==> config.mk <==
export PLATFORM = sky130hd
export DESIGN_NAME = vga_capture_monitor
export DESIGN_NICKNAME = d
export VERILOG_FILES = /design/src/rtl/vga_capture_monitor.sv
export SDC_FILE = /design/constraint.sdc
export NUM_CORES = 1
export LEC_CHECK = 0
export CORE_ASPECT_RATIO = 0.9
export CORE_MARGIN = 1.5
export CORE_UTILIZATION = 56
export CTS_CLUSTER_DIAMETER = 120
export DETAILED_ROUTE_END_ITERATION = 8
export PLACE_DENSITY = 0.81
export SLEW_MARGIN = 40
export SYNTH_ARGS = -nofsm -noshare
export SYNTH_HDL_FRONTEND = slang
export SYNTH_SLANG_ARGS = --single-unit
==> constraint.sdc <==
create_clock -name clk_i -period 4.5 [get_ports clk_i]
set_input_delay 0.45 -clock clk_i [delete_from_list [all_inputs] [get_ports clk_i]]
set_output_delay 0.45 -clock clk_i [all_outputs]
set_load 0.005 [all_outputs]
==> src/rtl/vga_capture_monitor.sv <==
// vga_capture_monitor: VGA sync timing checker and visible-pixel capture.
// Define FRAME_CRC_EN to add a per-frame CRC-16-CCITT of captured pixels.
module vga_capture_monitor #(
  parameter int H_VISIBLE    = 640,
  parameter int H_FRONT      = 16,
  parameter int H_SYNC       = 96,
  parameter int H_BACK       = 48,
  parameter int V_VISIBLE    = 480,
  parameter int V_FRONT      = 10,
  parameter int V_SYNC       = 2,
  parameter int V_BACK       = 33,
  parameter int CLKS_PER_PIX = 4,
  parameter int SYNC_ACT_LOW = 1,
  parameter int LOCK_FRAMES  = 2
) (
  input  logic        clk_i,
  input  logic        reset_ni,
  input  logic        hsync_i,
  input  logic        vsync_i,
  input  logic [3:0]  red_i,
  input  logic [3:0]  green_i,
  input  logic [3:0]  blue_i,
  input  logic        err_clr_i,
  output logic [15:0] row_o,
  output logic [15:0] column_o,
  output logic [15:0] rgb_o,
  output logic        pixel_valid_o,
  output logic        frame_start_o,
  output logic        locked_o,
  output logic        herr_o,
  output logic        verr_o
`ifdef FRAME_CRC_EN
  ,
  output logic [15:0] frame_crc_o,
  output logic        crc_valid_o
`endif
);

  localparam logic [15:0] H_SW  = 16'(H_SYNC * CLKS_PER_PIX);
  localparam logic [15:0] H_PER =
    16'((H_VISIBLE + H_FRONT + H_SYNC + H_BACK) * CLKS_PER_PIX);
  localparam logic [15:0] H_V0  = 16'((H_SYNC + H_BACK) * CLKS_PER_PIX);
  localparam logic [15:0] H_V1  =
    16'((H_SYNC + H_BACK + H_VISIBLE) * CLKS_PER_PIX);
  localparam logic [15:0] V_SW  = 16'(V_SYNC);
  localparam logic [15:0] V_PER =
    16'(V_VISIBLE + V_FRONT + V_SYNC + V_BACK);
  localparam logic [15:0] V_V0  = 16'(V_SYNC + V_BACK);
  localparam logic [15:0] V_V1  = 16'(V_SYNC + V_BACK + V_VISIBLE);
  localparam logic [15:0] CPP   = 16'(CLKS_PER_PIX);
  localparam logic [15:0] SMP   = 16'(CLKS_PER_PIX / 2);
  localparam logic [7:0]  LOCK_N = 8'(LOCK_FRAMES);
  localparam logic        POL   = (SYNC_ACT_LOW != 0);

  typedef enum logic [1:0] {SEARCH, ALIGN, LOCKED} state_t;

  state_t      state;
  logic [7:0]  clean;
  logic        dirty;
  logic        hs_q, hs_d, vs_q, vs_d;
  logic [3:0]  red_q, green_q, blue_q;
  logic [15:0] h_cnt, v_cnt;
  logic        hs_lead, hs_trail, vs_lead, vs_trail;
  logic [15:0] h_inc, h_cur, v_inc, v_adv, v_cur, h_off;
  logic        h_bad, v_bad, mis, h_vis, v_vis, smp;

  // register inputs once, syncs normalised to active-high
  always_ff @(posedge clk_i or negedge reset_ni) begin
    if (!reset_ni) begin
      hs_q    <= 1'b0;
      hs_d    <= 1'b0;
      vs_q    <= 1'b0;
      vs_d    <= 1'b0;
      red_q   <= '0;
      green_q <= '0;
      blue_q  <= '0;
    end else begin
      hs_q    <= hsync_i ^ POL;
      hs_d    <= hs_q;
      vs_q    <= vsync_i ^ POL;
      vs_d    <= vs_q;
      red_q   <= red_i;
      green_q <= green_i;
      blue_q  <= blue_i;
    end
  end

  assign hs_lead  = hs_q & ~hs_d;
  assign hs_trail = ~hs_q & hs_d;
  assign vs_lead  = vs_q & ~vs_d;
  assign vs_trail = ~vs_q & vs_d;

  // h_cur / v_cur are the clock and line position of this cycle
  assign h_inc = (h_cnt == 16'hFFFF) ? h_cnt : h_cnt + 16'd1;
  assign h_cur = hs_lead ? 16'd0 : h_inc;
  assign v_inc = (v_cnt == 16'hFFFF) ? v_cnt : v_cnt + 16'd1;
  assign v_adv = hs_lead ? v_inc : v_cnt;
  assign v_cur = vs_lead ? 16'd0 : v_adv;

  assign h_bad = (hs_lead & (h_inc != H_PER)) |
                 (hs_trail & (h_cur != H_SW));
  assign v_bad = (vs_lead & (v_adv != V_PER)) |
                 (vs_trail & (v_cur != V_SW));
  assign mis   = h_bad | v_bad;

  assign h_off = h_cur - H_V0;
  assign h_vis = (h_cur >= H_V0) & (h_cur < H_V1);
  assign v_vis = (v_cur >= V_V0) & (v_cur < V_V1);
  assign smp   = h_vis & v_vis & ((h_off % CPP) == SMP);

  assign locked_o = (state == LOCKED);

  // position counters, frame pulse and sticky error flags
  always_ff @(posedge clk_i or negedge reset_ni) begin
    if (!reset_ni) begin
      h_cnt         <= '0;
      v_cnt         <= '0;
      frame_start_o <= 1'b0;
      herr_o        <= 1'b0;
      verr_o        <= 1'b0;
    end else begin
      h_cnt         <= h_cur;
      v_cnt         <= v_cur;
      frame_start_o <= vs_lead;
      if (h_bad && state != SEARCH) herr_o <= 1'b1;
      else if (err_clr_i)           herr_o <= 1'b0;
      if (v_bad && state != SEARCH) verr_o <= 1'b1;
      else if (err_clr_i)           verr_o <= 1'b0;
    end
  end

  // lock acquisition: count consecutive frames free of mismatches
  always_ff @(posedge clk_i or negedge reset_ni) begin
    if (!reset_ni) begin
      state <= SEARCH;
      clean <= '0;
      dirty <= 1'b0;
    end else begin
      unique case (state)
        SEARCH: begin
          if (vs_lead) begin
            state <= ALIGN;
            clean <= '0;
            dirty <= 1'b0;
          end
        end
        ALIGN: begin
          if (mis) begin
            clean <= '0;
            dirty <= ~vs_lead;
          end else if (vs_lead) begin
            if (dirty) begin
              dirty <= 1'b0;
            end else if (clean + 8'd1 >= LOCK_N) begin
              state <= LOCKED;
              clean <= '0;
            end else begin
              clean <= clean + 8'd1;
            end
          end
        end
        LOCKED: begin
          if (mis) state <= SEARCH;
        end
        default: state <= SEARCH;
      endcase
    end
  end

  // capture one RGB565 pixel at mid-pixel while locked
  always_ff @(posedge clk_i or negedge reset_ni) begin
    if (!reset_ni) begin
      pixel_valid_o <= 1'b0;
      row_o         <= '0;
      column_o      <= '0;
      rgb_o         <= '0;
    end else begin
      pixel_valid_o <= 1'b0;
      if (smp && state == LOCKED && !mis) begin
        pixel_valid_o <= 1'b1;
        row_o         <= v_cur - V_V0;
        column_o      <= h_off / CPP;
        rgb_o         <= {red_q, red_q[3], green_q, green_q[3:2],
                          blue_q, blue_q[3]};
      end
    end
  end

`ifdef FRAME_CRC_EN
  logic [15:0] crc;

  function automatic logic [15:0] crc16(input logic [15:0] c,
                                        input logic [15:0] d);
    logic [15:0] r;
    logic        fb;
    r = c;
    for (int i = 15; i >= 0; i--) begin
      fb = r[15] ^ d[i];
      r  = {r[14:0], 1'b0} ^ (fb ? 16'h1021 : 16'h0000);
    end
    return r;
  endfunction

  // accumulate over captured beats, publish at first line past visible
  always_ff @(posedge clk_i or negedge reset_ni) begin
    if (!reset_ni) begin
      crc         <= 16'hFFFF;
      frame_crc_o <= '0;
      crc_valid_o <= 1'b0;
    end else begin
      if (frame_start_o)      crc <= 16'hFFFF;
      else if (pixel_valid_o) crc <= crc16(crc, rgb_o);
      crc_valid_o <= hs_lead & (v_cur == V_V1);
      if (hs_lead && v_cur == V_V1) frame_crc_o <= crc;
    end
  end
`endif

endmodule
==> results of run 1 <==
placed cells by master, fill, tap and decap left out, types with 14 or more instances in the layout:
cell               n
mux2_4            31
nand3_1           20
clkdlybuf4s50_1   66
xnor2_1           19
inv_1             26
o21ai_0           21
nand2_1           33
buf_4             14
nor2_1            42
dfrtp_1          105
a21oi_1           20
nor3_1            23
layer usage:
| layer | track usage [%] | vias to the layer above |
|---|---|---|
| met3 | 7.60 | 27 |
| met2 | 40.6 | 210 |
| met5 | 0 | - |
| li1 | - | 2085 |
| met1 | 39.6 | 2157 |
| met4 | 6.49 | 0 |
logic make-up (layout without fill, tap and decap cells):
family,count (synthesis),count (layout),share of synthesized area [%]
flops,105,105,45.7
fa+ha+maj,9,9,1.96
other cells,1,2,0.0653
mux,46,46,10.8
xor+xnor,28,28,4.27
buf+inv,55,126,6.14
simple gates,202,202,19.5
compound gates,96,96,11.6
sequential cells by signal, indices dropped and copies added (netlist names), 2 cells and up:
register and cells:
h_cnt 16, row_o 16, v_cnt 16, column_o 14, rgb_o 12, clean 8
blue_q 4, green_q 4, red_q 4, state 2
worst max-delay path by stage:
stage	from	to	slack, ns	cells after the start
2_1_floorplan	v_cnt[0]	column_o[2]	0.83	11
3_3_place_gp	h_cnt[0]	row_o[0]	0.44	15
3_5_place_dp	h_cnt[0]	row_o[15]	0.35	15
4_1_cts	h_cnt[0]	row_o[15]	0.32	15
5_1_grt	h_cnt[0]	column_o[6]	0.03	15
6_report	h_cnt[0]	column_o[9]	0.29	15
layout make-up:
type	count	area, um2	share of cell area (%)
clock inverters	7	82.6	1.21
flip-flops and latches	105	2630	38.6
inverters	26	97.6	1.43
multi-input cells	383	2780	40.8
repair buffers	84	835	12.3
well taps	126	158	2.32
clock buffers	9	225	3.31
per-stage QoR:
step / instances / power (uW) / area [um2] / setup WS [ns]
after global placement: 722 / 1230 / 6450 / 0.441
after detailed placement: 722 / 1240 / 6450 / 0.352
after floorplan: 543 / 1160 / 5750 / 0.833
after CTS: 738 / 2060 / 6760 / 0.317
after global routing: 740 / 2140 / 6800 / 0.0325
final: 740 / 2050 / 6800 / 0.290
Yosys cell counts (all sizes together) (7+ instances only):
cell      n
or3       7
nand4    15
xnor2    19
clkbuf   10
nor4     11
nor3     23
mux2i    11
ha        9
dfrtp   105
xor2      9
buf      19
nand2    33
nor3b     8
a21oi    21
mux2     35
and2     11
inv      26
o21ai    21
nor2     42
nand3    22
power breakdown:
part,switching [uW],internal [uW],total (uW),leakage (uW)
clock network,377,443,819,0.000150
logic,123,93.6,217,0.00150
registers,41.9,973,1010,0.00141
total,542,1510,2050,0.00306
what timing repair did:
action                                  in CTS  in global routing
hold buffers                                 0                  1
endpoints found under the hold margin        0                 18
resized for setup                            0                  2
endpoints found under the setup margin       0                 33
==> flow_summary.json, run 1 <==
{
  "insertion_delay_ns": 0.35,
  "io_pins": 70,
  "antenna_found_initial": 0,
  "syn_area_um2": 5750,
  "syn_area_per_cell_um2": 10.6,
  "cp_max_fo": 42,
  "period_needed_ns": 4.21,
  "ys.flop_type": "dfrtp_1",
  "top_layer_used": "met4",
  "maxCapViolCount": 0,
  "place_congestion": 0.994,
  "endpoint_kind": "register",
  "ys_warn_count": 0,
  "min_from": "vs_q",
  "dieArea_um2": 10900,
  "hpwlAfterDp_um": 9450,
  "dr_total_vias": 4479,
  "critPathLaunchType": "register",
  "period_share_pct": 93.6,
  "min_path_type": "register to register",
  "async_flop_share_pct": 100,
  "wl_per_cell_um": 18.3,
  "timing.rr.end": "column_o[9]",
  "grt_pass1_vias": 4402,
  "drtAntennaViolNets": 0,
  "die_y_um": 99.1,
  "synth-edff-count": 0,
  "synthToLayoutAreaGrowth_pct": 18.4,
  "dr_wl_met3_um": 1190,
  "setup_viol": 0,
  "vdd_drop_max_mv": 0.279,
  "final_nets": 635,
  "finish.utilization_pct": 69.2,
  "io_buffers": 67,
  "viasPerCell": 6.05,
  "num_rows": 34,
  "max_slew.worst_pin.slew_ns": 0.756,
  "hold_depth": 0,
  "grtUsageTotal_pct": 27.2,
  "first_pass_iters": 5,
  "overflow": 0,
  "skew_ns": 0.00906,
  "status": "finished clean",
  "cpMaxStageDelayCell": "dfrtp_1",
  "finalSetupTns_ns": 0,
  "arrival_ns": 4.45,
  "ys_seq_area_share_pct": 45.7,
  "clockBufferDepth": 2,
  "fill_cells": 714,
  "critPathMaxStageDelay_ns": 0.52,
  "powerDensity_nw_per_um2": 301,
  "ff2ff_path_depth": 15,
  "path_cells": "ha_1 > nand4_1 > nor4_2 > or4_1 > xor2_1 > or2_2 > inv_1 > ha_1 > nand3_1 > a2111oi_1 > o41ai_1 > a211oi_2 > nand3_4 > buf_12 > mux2_4",
  "synth_top_area_cell": "dfrtp_1",
  "rsz0062_at_grt": "false",
  "cts.sinks": 105,
  "drc_errors": 0,
  "htreeDepth": 3,
  "cp_top_family": "simple AND/OR/NAND/NOR gates",
  "drv_slew": 0,
  "slew_headroom_pct": 49.3,
  "cts-root-buf": "clkbuf_16",
  "drive_gt1_share_pct": 15.0,
  "grt_max_degree": 83,
  "reg2reg_slack_ns": 0.29,
  "crit_type": "register to register",
  "start_util_pct": 58.5,
  "grt_pass1_wl_um": 22900,
  "fmax_mhz": 238,
  "die_w_um": 110,
  "yosysUniqueCellTypes": 74,
  "whs_ns": 0.447,
  "synth_seq_cells": 105,
  "synth_top_area_share_pct": 45.7,
  "cp_common_cell": "ha_1",
  "cp.required_ns": 4.74,
  "r2r-start": "h_cnt[0]",
  "tritoncts": "done",
  "synth_cells": 542,
  "hold_viol_final": 0,
  "cts.clk_slew.worst_paths_ns": 0.08,
  "hold_end": "vs_d",
  "drt-total-wl_um": 13600,
  "insertedDiodeCount": 0,
  "cts_made_buffers": 9,
  "synth_area_leaders": "dfrtp_1 (46%), mux2_4 (8.1%), xnor2_1 (2.9%), nor2_1 (2.7%), nand2_1 (2.2%)",
  "drt_iter0_markers": 349,
  "dr_wl_met2_um": 6180,
  "crit_buf_inv": 2,
  "p_leak_uw": 0.00306,
  "coreArea_um2": 9830,
  "route.layer.met1.wl_um": 6000,
  "cts_setup_buffers": 0
}
Power figures use the tool's default switching activity.
==> inputs of run 2 (changes only) <==
--- a/config.mk
+++ b/config.mk
@@ -15,3 +15,4 @@
 export SYNTH_ARGS = -nofsm -noshare
 export SYNTH_HDL_FRONTEND = slang
 export SYNTH_SLANG_ARGS = --single-unit
+export TNS_END_PERCENT = 5
==> results of run 2 <==
Final layout, timing and power as in run 1 (identical DEF).
==> inputs of run 3 (changes only) <==
--- a/config.mk
+++ b/config.mk
@@ -10,7 +10,9 @@
 export CORE_UTILIZATION = 56
 export CTS_CLUSTER_DIAMETER = 120
 export DETAILED_ROUTE_END_ITERATION = 8
+export HOLD_SLACK_MARGIN = 0.15
 export PLACE_DENSITY = 0.81
+export REMOVE_ABC_BUFFERS = 1
 export SLEW_MARGIN = 40
 export SYNTH_ARGS = -nofsm -noshare
 export SYNTH_HDL_FRONTEND = slang
==> run 3 against run 2 <==
Against the previous run:
- count of clock-buffer cells in the layout stayed put
- hold slack lost 0.040 ns
- sequential share of layout area down 0.27 points
- utilization increased by 0.50 points
- first-iteration DRC count decreased by 20%
- maximum frequency down 1.3%
- sequential power hardly changed
- wire length increased by 0.78%
- die area did not move
- critical path type unchanged
- largest cell class unchanged
==> flow_summary.json, run 3 (same netlist as run 1, synthesis figures left out) <==
{
  "drt-total-wl_um": 13700,
  "status": "finished clean",
  "insertion_delay_ns": 0.36,
  "met2_usage_pct": 41.3,
  "num_rows": 34,
  "setup_viol": 0,
  "fmax_mhz": 234,
  "synthToLayoutAreaGrowth_pct": 19.3,
  "io_buffers": 67,
  "use_met1_pct": 37.5,
  "die_y_um": 99.1,
  "io_pins": 70,
  "tritoncts": "done",
  "place_ws_ns": 0.386,
  "die_w_um": 110,
  "max_slew.worst_pin.slew_ns": 0.788,
  "place_area_um2": 6510,
  "period_needed_ns": 4.26,
  "cts.sinks": 105,
  "cts.clk_slew.worst_paths_ns": 0.08,
  "wl_per_cell_um": 18.3,
  "htreeDepth": 3,
  "rsz0062_at_grt": "false",
  "p_leak_uw": 0.00309,
  "skew_ns": 0.0114,
  "drv_slew": 0,
  "cp.required_ns": 4.68,
  "period_share_pct": 94.8,
  "start_util_pct": 58.5,
  "grt_max_degree": 75,
  "grt_pass1_vias": 4397,
  "place_inst": 730,
  "final_nets": 642,
  "maxCapViolCount": 0,
  "powerDensity_nw_per_um2": 303,
  "coreArea_um2": 9830,
  "finalPower_uw": 2070,
  "clockBufferDepth": 2,
  "viasPerCell": 6.07,
  "endpoint_kind": "register",
  "top_usage_layer": "met2",
  "vdd_drop_max_mv": 0.250,
  "min_path_type": "register to register",
  "fin_area_um2": 6850,
  "dieArea_um2": 10900,
  "cp_max_fo": 8,
  "arrival_ns": 4.44,
  "first_pass_iters": 4,
  "cts-root-buf": "clkbuf_16",
  "cts_resized": 0,
  "slew_headroom_pct": 46.9,
  "grtUsageTotal_pct": 26.5,
  "use_met3_pct": 5.05,
  "critPathLaunchType": "register",
  "dr_total_vias": 4534,
  "hpwlAfterDp_um": 9790,
  "antenna_found_initial": 0,
  "hold_viol_final": 0,
  "mostFrequentLayoutCell": "dfrtp_1",
  "largestRegisters": "h_cnt: 16 flops, row_o: 16 flops, v_cnt: 16 flops",
  "grt_pass1_wl_um": 22200,
  "drt_iter0_markers": 279,
  "insertedDiodeCount": 0,
  "crit_type": "register to register",
  "fin_ws_ns": 0.235,
  "drive_gt1_share_pct": 16.1,
  "drtAntennaViolNets": 0,
  "drc_errors": 0,
  "instances_no_fill": 747,
  "finalSetupTns_ns": 0,
  "layout_common_cells": "dfrtp_1 (105), clkdlybuf4s50_1 (66), nor2_1 (42), nand2_1 (33), mux2_4 (31)",
  "cts_made_buffers": 9,
  "place_congestion": 0.946,
  "overflow": 0
}
[run 3: cell type report]
cell class | instances | area [um2]
Fill cell | 714 | 2970
Multi-Input combinational cell | 383 | 2780
Sequential cell | 105 | 2630
Timing Repair Buffer | 91 | 867
Clock buffer | 9 | 225
Tap cell | 126 | 158
Inverter | 26 | 97.6
Clock inverter | 7 | 95.1
[run 3: stage by stage]
stage	hold WS (ns)	util [%]
2_1_floorplan	0.154	-
3_5_place_dp	0.390	66.3
6_report	0.407	69.7
3_3_place_gp	0.400	66.2
4_1_cts	0.407	69.6
5_1_grt	0.428	69.7
[run 3: final timing paths]
| path | startpoint | end | slack, ns | depth (start not counted) |
|---|---|---|---|---|
| hold reg to reg | vs_q | vs_d | 0.41 | 0 |
| setup / recovery | v_cnt[1] | pixel_valid_o | 0.24 | 10 |
| min in group asynchronous | reset_ni | h_cnt[2] | 0.69 | 2 |
| setup reg to reg | v_cnt[1] | pixel_valid_o | 0.24 | 10 |
| max in group asynchronous | reset_ni | row_o[12] | 2.94 | 3 |
| hold / removal | vs_q | vs_d | 0.41 | 0 |
[run 3: critical path, stage by stage (launching register included)]
cell	delay, ns
dfrtp_1	0.37
ha_1	0.28
nand3_2	0.21
o41ai_2	0.80
or3_2	0.24
a21oi_1	0.09
or4_1	0.55
o311a_2	0.36
a21oi_2	0.33
nand2_1	0.20
a2111oi_0	0.68
[run 3: per-layer routing]
layer	share of wire [%]	vias up
li1	-	2100
met1	44	2255
met2	48	155
met3	5.8	24
met4	1.9	0
met5	0	-
[run 3: what timing repair did]
item,CTS,global route
hold buffers,1,0
buffers inserted,0,0
hold endpoints to repair,34,0
[run 3: power breakdown]
| part | internal (uW) | total, uW | switching [uW] |
|---|---|---|---|
| Combinational | 97.4 | 232 | 135 |
| Sequential | 973 | 1010 | 34.6 |
| Clock | 449 | 834 | 385 |
| Total | 1520 | 2070 | 554 |
